**config.mk**
```make
export PLATFORM = sky130hd
export DESIGN_NAME = led_band_fc_receiver
export DESIGN_NICKNAME = d
export VERILOG_FILES = /design/src/rtl/led_band_fc_receiver.sv
export SDC_FILE = /design/constraint.sdc
export NUM_CORES = 1
export LEC_CHECK = 0
export ABC_AREA = 1
export BUFFER_PORTS_ARGS = -buffer_cell sky130_fd_sc_hd__buf_2
export CORE_UTILIZATION = 50
export DETAILED_ROUTE_END_ITERATION = 6
export MAX_ROUTING_LAYER = met4
export PLACE_DENSITY = 0.68
export SYNTH_ARGS = -nofsm -noshare
export SYNTH_HDL_FRONTEND = slang
export SYNTH_SLANG_ARGS = --single-unit
export TNS_END_PERCENT = 100
```
**constraint.sdc**
```tcl
create_clock -name clk -period 7.2 [get_ports clk]
set_input_delay 1.44 -clock clk [delete_from_list [all_inputs] [get_ports clk]]
set_output_delay 1.44 -clock clk [all_outputs]
set_load 0.02 [all_outputs]
```
**src/rtl/led_band_fc_receiver.sv**
```systemverilog
// ---------------------------------------------------------------------------
// led_band_fc_receiver
//
// Purpose:
//   Receives 48-bit FC (function control) words from an LED-band style serial
//   interface (SCLK / SIN / LAT) that is asynchronous to the system clock.
//   The number of SCLK rising edges seen while LAT is high forms a command:
//     15 -> FCWRTEN : arm the receiver and start collecting a new FC word
//      5 -> WRTFC   : commit the collected 48 bits to fc_data
//   While armed, SCLK rising edges with LAT low shift SIN in MSB first.
//
// Ports:
//   clk          in   system clock, rising edge
//   rst          in   asynchronous active-high reset
//   SCLK         in   serial clock (asynchronous)
//   SIN          in   serial data, MSB first
//   LAT          in   latch / command line
//   fc_data      out  [47:0] last FC word accepted
//   fc_valid     out  one-clk pulse when fc_data updates
//   fc_error     out  one-clk pulse when a frame/command is rejected
//   fc_err_code  out  [1:0] cause of the last error (held)
//                     1 = WRTFC with wrong bit count
//                     2 = FCWRTEN/other command while armed
//                     3 = WRTFC while idle
//   armed        out  high while FC data is being received
//   fc_err_count out  [7:0] saturating error count (only with the macro below)
//
// Build option:
//   LED_FC_RX_ERRCNT_EN  adds the fc_err_count output and its counter.
// ---------------------------------------------------------------------------
module led_band_fc_receiver (
    input  logic        clk,
    input  logic        rst,
    input  logic        SCLK,
    input  logic        SIN,
    input  logic        LAT,
    output logic [47:0] fc_data,
    output logic        fc_valid,
    output logic        fc_error,
    output logic [1:0]  fc_err_code,
    output logic        armed
`ifdef LED_FC_RX_ERRCNT_EN
    ,
    output logic [7:0]  fc_err_count
`endif
);

    typedef enum logic {
        IDLE  = 1'b0,
        ARMED = 1'b1
    } state_t;

    typedef enum logic [1:0] {
        CMD_OTHER   = 2'd0,
        CMD_FCWRTEN = 2'd1,
        CMD_WRTFC   = 2'd2
    } cmd_t;

    localparam logic [4:0] LAT_FCWRTEN = 5'd15;
    localparam logic [4:0] LAT_WRTFC   = 5'd5;
    localparam logic [5:0] BITS_FULL   = 6'd48;
    localparam logic [5:0] BITS_OVF    = 6'd49;

    // Synchronisers and edge detection
    logic [1:0]  r_sclkSync;
    logic [1:0]  r_sinSync;
    logic [1:0]  r_latSync;
    logic        r_sclkPrev;
    logic [1:0]  r_guard;

    // Command decode
    logic [4:0]  r_latCnt;
    logic        r_cmdValid;
    cmd_t        r_cmd;

    // Frame collection
    logic [47:0] r_shift;
    logic [5:0]  r_bitCnt;

    // FSM and outputs
    state_t      r_state;
    state_t      w_nextState;
    logic        w_loadOut;
    logic        w_err;
    logic [1:0]  w_errCode;
    logic        w_clearFrame;

    logic [47:0] r_fcData;
    logic        r_fcValid;
    logic        r_fcError;
    logic [1:0]  r_fcErrCode;

    logic        w_sclkRise;
    logic        w_latHigh;
    logic        w_decode;
    cmd_t        w_decodedCmd;

    // Identical two-flop synchronisers for all three serial lines. The guard
    // counter keeps edge detection off for the first three cycles after reset
    // so that a line already high at release cannot look like a fresh edge.
    always_ff @(posedge clk or posedge rst) begin
        if (rst) begin
            r_sclkSync <= '0;
            r_sinSync  <= '0;
            r_latSync  <= '0;
            r_sclkPrev <= 1'b0;
            r_guard    <= '0;
        end else begin
            r_sclkSync <= {r_sclkSync[0], SCLK};
            r_sinSync  <= {r_sinSync[0], SIN};
            r_latSync  <= {r_latSync[0], LAT};
            r_sclkPrev <= r_sclkSync[1];
            if (r_guard != 2'd3) begin
                r_guard <= r_guard + 2'd1;
            end
        end
    end

    assign w_sclkRise = r_sclkSync[1] & ~r_sclkPrev & (r_guard == 2'd3);
    assign w_latHigh  = r_latSync[1];
    assign w_decode   = ~w_latHigh & (r_latCnt != 5'd0);

    always_comb begin
        w_decodedCmd = CMD_OTHER;
        if (r_latCnt == LAT_FCWRTEN) begin
            w_decodedCmd = CMD_FCWRTEN;
        end else if (r_latCnt == LAT_WRTFC) begin
            w_decodedCmd = CMD_WRTFC;
        end
    end

    // Latch counter counts SCLK edges under LAT and is decoded into a
    // registered command on the first LAT-low cycle; this is the decode stage.
    always_ff @(posedge clk or posedge rst) begin
        if (rst) begin
            r_latCnt   <= '0;
            r_cmdValid <= 1'b0;
            r_cmd      <= CMD_OTHER;
        end else begin
            r_cmdValid <= w_decode;
            if (w_decode) begin
                r_cmd <= w_decodedCmd;
            end
            if (w_latHigh && w_sclkRise) begin
                if (r_latCnt != 5'd31) begin
                    r_latCnt <= r_latCnt + 5'd1;
                end
            end else if (w_decode) begin
                r_latCnt <= '0;
            end
        end
    end

    // FSM state register
    always_ff @(posedge clk or posedge rst) begin
        if (rst) begin
            r_state <= IDLE;
        end else begin
            r_state <= w_nextState;
        end
    end

    // FSM next-state and command handling
    always_comb begin
        w_nextState  = r_state;
        w_loadOut    = 1'b0;
        w_err        = 1'b0;
        w_errCode    = 2'd0;
        w_clearFrame = 1'b0;
        if (r_cmdValid) begin
            case (r_state)
                IDLE: begin
                    if (r_cmd == CMD_FCWRTEN) begin
                        w_nextState  = ARMED;
                        w_clearFrame = 1'b1;
                    end else if (r_cmd == CMD_WRTFC) begin
                        w_err     = 1'b1;
                        w_errCode = 2'd3;
                    end
                end
                ARMED: begin
                    if (r_cmd == CMD_WRTFC) begin
                        w_nextState = IDLE;
                        if (r_bitCnt == BITS_FULL) begin
                            w_loadOut = 1'b1;
                        end else begin
                            w_err     = 1'b1;
                            w_errCode = 2'd1;
                        end
                    end else if (r_cmd == CMD_FCWRTEN) begin
                        w_nextState  = ARMED;
                        w_clearFrame = 1'b1;
                        w_err        = 1'b1;
                        w_errCode    = 2'd2;
                    end else begin
                        w_nextState = IDLE;
                        w_err       = 1'b1;
                        w_errCode   = 2'd2;
                    end
                end
                default: w_nextState = IDLE;
            endcase
        end
    end

    // Shift register and bit counter; a count of 49 marks an overlong frame
    always_ff @(posedge clk or posedge rst) begin
        if (rst) begin
            r_shift  <= '0;
            r_bitCnt <= '0;
        end else if (w_clearFrame) begin
            r_shift  <= '0;
            r_bitCnt <= '0;
        end else if ((r_state == ARMED) && w_sclkRise && !w_latHigh) begin
            r_shift <= {r_shift[46:0], r_sinSync[1]};
            if (r_bitCnt != BITS_OVF) begin
                r_bitCnt <= r_bitCnt + 6'd1;
            end
        end
    end

    // Output register stage
    always_ff @(posedge clk or posedge rst) begin
        if (rst) begin
            r_fcData    <= '0;
            r_fcValid   <= 1'b0;
            r_fcError   <= 1'b0;
            r_fcErrCode <= '0;
        end else begin
            r_fcValid <= w_loadOut;
            r_fcError <= w_err;
            if (w_loadOut) begin
                r_fcData <= r_shift;
            end
            if (w_err) begin
                r_fcErrCode <= w_errCode;
            end
        end
    end

`ifdef LED_FC_RX_ERRCNT_EN
    logic [7:0] r_errCount;

    // Saturating error counter, stepping together with each fc_error pulse
    always_ff @(posedge clk or posedge rst) begin
        if (rst) begin
            r_errCount <= '0;
        end else if (w_err && (r_errCount != 8'd255)) begin
            r_errCount <= r_errCount + 8'd1;
        end
    end

    assign fc_err_count = r_errCount;
`endif

    assign fc_data     = r_fcData;
    assign fc_valid    = r_fcValid;
    assign fc_error    = r_fcError;
    assign fc_err_code = r_fcErrCode;
    assign armed       = (r_state == ARMED);

endmodule

```
Word level (Yosys, flattened, before mapping)
Index checks and enable logic that the tools add are counted.
{"block": "word_totals", "ff_bits": 124, "input_bits": 5, "out_inout_bits": 53}
{"block": "op_classes", "addsub": 3, "eq_ne": 10, "n_mux": 30, "bitwise_logic": 6, "reduce_logical": 10}
{"op": "$mux 48", "count": 2}
{"op": "$mux 6", "count": 3}
{"op": "$mux 5", "count": 3}
{"op": "$mux 1", "count": 13}
{"op": "$mux 2", "count": 6}
{"op": "$add 6x1->6 const B", "count": 1}
{"op": "$eq 6x6->1 const B", "count": 1}
{"op": "$ne 6x6->1 const B", "count": 1}
{"op": "$reduce_bool 2->1", "count": 3}
{"op": "$add 5x1->5 const B", "count": 1}
{"op": "$eq 5x3->1 const B", "count": 1}
{"op": "$eq 5x4->1 const B", "count": 1}
{"op": "$ne 5x5->1 const B", "count": 1}
{"op": "$reduce_bool 5->1", "count": 1}
{"op": "$eq 2x2->1 const B", "count": 2}
{"op": "$pmux 1 s2", "count": 2}
{"op": "$pmux 2 s2", "count": 1}
{"op": "$reduce_and 2->1", "count": 2}
{"op": "$and 1x1->1", "count": 3}
{"op": "$logic_and 1x1->1", "count": 3}
{"op": "$not 1->1", "count": 3}
{"op": "$add 2x1->2 const B", "count": 1}
{"op": "$eq 2x1->1 const B", "count": 1}
{"op": "$ne 2x1->1 const B", "count": 1}
{"op": "other kinds (2)", "count": 2}

Logic depth before layout (Yosys ltp)
{"block": "depth", "ltp_word": 7, "mapped_depth": 11, "ltp_nobuf": 9}

Worst setup path after synthesis
No wires, ideal clock.
{"block": "synth_timing", "path_type": "reg2out", "startpoint": "register r_state (netlist: armed)", "endpoint": "output port armed", "arrival_time_ns": 0.451, "slack_ns": 5.309, "path_stages_with_launch": 1, "path_buffers": 0, "path_cell_list": "dfrtp_1"}
{"item": "start: declaration", "line_no": "81", "rtl": "state_t r_state;"}
{"item": "start signal: assignment", "line_no": "159", "rtl": "r_state <= w_nextState;"}
{"item": "end: declaration", "line_no": "41", "rtl": "output logic armed"}
No word-level cell between the ends.

Worst setup path in the final report
{"block": "layout_timing", "startpoint": "register r_cmd[0]", "endpoint": "register r_fcData[33] (netlist: fc_data[33])"}
{"block": "layout_via", "elab_chain_cells": 4}
{"item": "start: declaration", "line_no": "74", "rtl": "cmd_t r_cmd;"}
{"item": "start signal: assignment", "line_no": "142", "rtl": "r_cmd <= w_decodedCmd;"}
{"item": "$eq 2x2->1", "line_no": "182", "rtl": "if (r_cmd == CMD_WRTFC) begin"}
{"item": "$mux 1", "line_no": "182"}
{"item": "$mux 1", "line_no": "171", "rtl": "case (r_state)"}
{"item": "$mux 1", "line_no": "170", "rtl": "if (r_cmdValid) begin"}
{"item": "end signal: assignment", "line_no": "233", "rtl": "r_fcData <= r_shift;"}
{"item": "end: declaration", "line_no": "88", "rtl": "logic [47:0] r_fcData;"}
No other way between the ends.
A chain may end at the register's enable or synchronous reset.

==> impl_metrics.env <==
export IMPL_outcome="finished clean"
export IMPL_skew_ns=0.00721
export IMPL_synth_cells=590
export IMPL_worstSetupEndpointType="register"
export IMPL_async_flop_share=1.00
export IMPL_layout_commonest_cell="nand2_1"
export IMPL_fp_row_count=37
export IMPL_antenna_found_initial=0
export IMPL_via_per_inst=5.18
export IMPL_setup_viol=0
export IMPL_cts_path_max_buffers=2
export IMPL_overflow=0
export IMPL_period_needed_ns=2.82
export IMPL_fmax_ghz=0.355
export IMPL_synth_seq_area_share=0.588
export IMPL_cts_resized=0
export IMPL_cp_start_kind="register"
export IMPL_ios=58
export IMPL_setup_tns_ns=0
export IMPL_cellPowerDensity_nw_per_um2=277
export IMPL_place_gp_congestion=0.785
export IMPL_cap_violations=0
export IMPL_num_vias=4035
export IMPL_wl_um=10200
export IMPL_drv_slew=0
export IMPL_synth_edf_count=0
export IMPL_place_ws_ns=4.25
export IMPL_critical_path_slowest_cell="nor2_4"
export IMPL_groute_usage_overall=0.206
export IMPL_critPathMaxFanout=50
export IMPL_fp_dieH_um=105
export IMPL_synth_area_per_cell_um2=8.94
export IMPL_nNetsFinal=645
export IMPL_grt_max_degree=107
export IMPL_p_leak_nw=3.31
export IMPL_path_class="reg2reg"
export IMPL_synth_nets=604
export IMPL_hold_path_class="reg2reg"
export IMPL_syn_area_um2=5280
export IMPL_clock_latency_ns=0.51
export IMPL_irDropWorstVdd_mv=0.145
export IMPL_path_cells="inv_1 > nand2_1 > nor2_4 > nand2_2 > nand2_1 > nand2_1"
export IMPL_die_w_um=105
export IMPL_critPathBufInv=1
export IMPL_required_ns=7.58
export IMPL_wl_per_cell_um=13.2
export IMPL_cts_num_sinks=124
export IMPL_postCtsSetupRepairBufs=0
export IMPL_die_area_um2=11000
export IMPL_hold_viol=0
export IMPL_cts_buffers=17
export IMPL_grt_pass1_wl_um=17500
export IMPL_drc=0
export IMPL_max_stage_delay_ns=0.89
export IMPL_finalCritPeriodShare=0.391
export IMPL_dp_hpwl_um=5910
export IMPL_tightest_slew_ns=1.16
export IMPL_rsz0062_at_grt="false"
export IMPL_grt_pass1_vias=3863
export IMPL_start_util=0.513
export IMPL_ys_types=26
export IMPL_areaGrowthSynthToFinish_pct=18.3
export IMPL_cts_root_buf="clkbuf_8"
export IMPL_crit_top_cell="nand2_1"
export IMPL_final_cell_mix="nand2_1 (192), dfrtp_1 (124), nand3_1 (115)"
export IMPL_setup_slack_ns=4.38
export IMPL_fp_coreArea_um2=10300
export IMPL_cts_hold_buf=0
export IMPL_critPathArrivalTime_ns=3.20
export IMPL_port_buffers=57
export IMPL_ys_seq_elements=124
export IMPL_final_antenna_net_count=0
export IMPL_slew_headroom=0.223
export IMPL_synth_flop_cell="dfrtp_1"
export IMPL_first_iter_violations=231
export IMPL_cts_max_level=4
export IMPL_nFillCells=905
export IMPL_dr_pass1_iters=5
export IMPL_diodes=0
export IMPL_yosysWarnings=0
export IMPL_path_clk_slew_ns=0.06
export IMPL_drive_gt1_frac=0.157
export IMPL_crit_family="simple AND/OR/NAND/NOR gates"
export IMPL_cts_tree="built"
[metrics by stage]
| step | instances | hold WS, ns | util | instance area [um^2] | power, mW |
|---|---|---|---|---|---|
| detailed placement | 748 | 0.337 | 0.540 | 5550 | 0.759 |
| global route | 779 | 0.354 | 0.607 | 6240 | 1.78 |
| global placement | 748 | 0.335 | 0.540 | 5550 | 0.758 |
| finish | 779 | 0.347 | 0.607 | 6240 | 1.73 |
| floorplan | 590 | 0.331 | - | 5280 | 0.747 |
| CTS | 779 | 0.350 | 0.607 | 6240 | 1.75 |
[flip-flops by register name, summed over array words and instances (netlist names), 2 cells and up]
signal       flops
fc_data         48
r_shift         48
r_bitCnt         6
r_latCnt         5
fc_err_code      2
r_cmd            2
r_guard          2
r_latSync        2
r_sclkSync       2
r_sinSync        2
[synthesized netlist by cell type, types with 5 or more instances]
cell / number / area [um^2]
ha_1: 9 / 113
buf_4: 6 / 45.0
o21ai_1: 21 / 105
inv_1: 25 / 93.8
buf_6: 5 / 56.3
nor2_1: 13 / 48.8
buf_2: 13 / 65.1
dfrtp_1: 124 / 3100
clkbuf_1: 10 / 37.5
o21ai_0: 33 / 165
nand3_1: 116 / 581
nand2_1: 192 / 721
nand4_1: 5 / 31.3
[power by group]
group	leakage [nW]	switching [mW]	internal, mW	total (mW)
Combinational	1.26	0.0273	0.00791	0.0352
Clock	0.341	0.291	0.692	0.983
Sequential	1.70	0.00721	0.704	0.711
Total	3.31	0.325	1.40	1.73
[layer usage]
metal / GRT usage / wire, um
met1: 0.254 / 4760
met2: 0.337 / 5040
met3: 0.0443 / 334
met4: 0.0755 / 110
met5: - / 0
[cell families (layout without fill, tap and decap cells)]
logic type / count (synthesis) / in the layout / synth area share
mux: 1 / 1 / 0.00213
compound gates: 55 / 55 / 0.0522
flops: 124 / 124 / 0.588
xor+xnor: 2 / 2 / 0.00332
simple gates: 333 / 333 / 0.271
buf+inv: 66 / 119 / 0.0619
fa+ha+maj: 9 / 9 / 0.0213
[worst paths after layout]
check | from | endpoint | slack [ns] | depth (start not counted)
max | r_cmd[0] | fc_data[33] | 4.38 | 6
min | r_sinSync[0] | r_sinSync[1] | 0.35 | 0
max reg2reg | r_cmd[0] | fc_data[33] | 4.38 | 6
min reg2reg | r_sinSync[0] | r_sinSync[1] | 0.35 | 0
max in group asynchronous | rst | r_shift[26] | 4.89 | 3
min in group asynchronous | rst | fc_data[38] | 1.02 | 2
[final cells by class]
type / instances / area [um^2] / share of cell area
multi-input combinational: 400 / 1860 / 0.299
clock buffer: 20 / 455 / 0.0730
tap: 136 / 170 / 0.0273
inverter: 29 / 111 / 0.0178
timing repair buffer: 59 / 300 / 0.0481
clock inverter: 11 / 238 / 0.0381
sequential: 124 / 3100 / 0.497
Note: power is estimated with default switching activity, not from simulation.
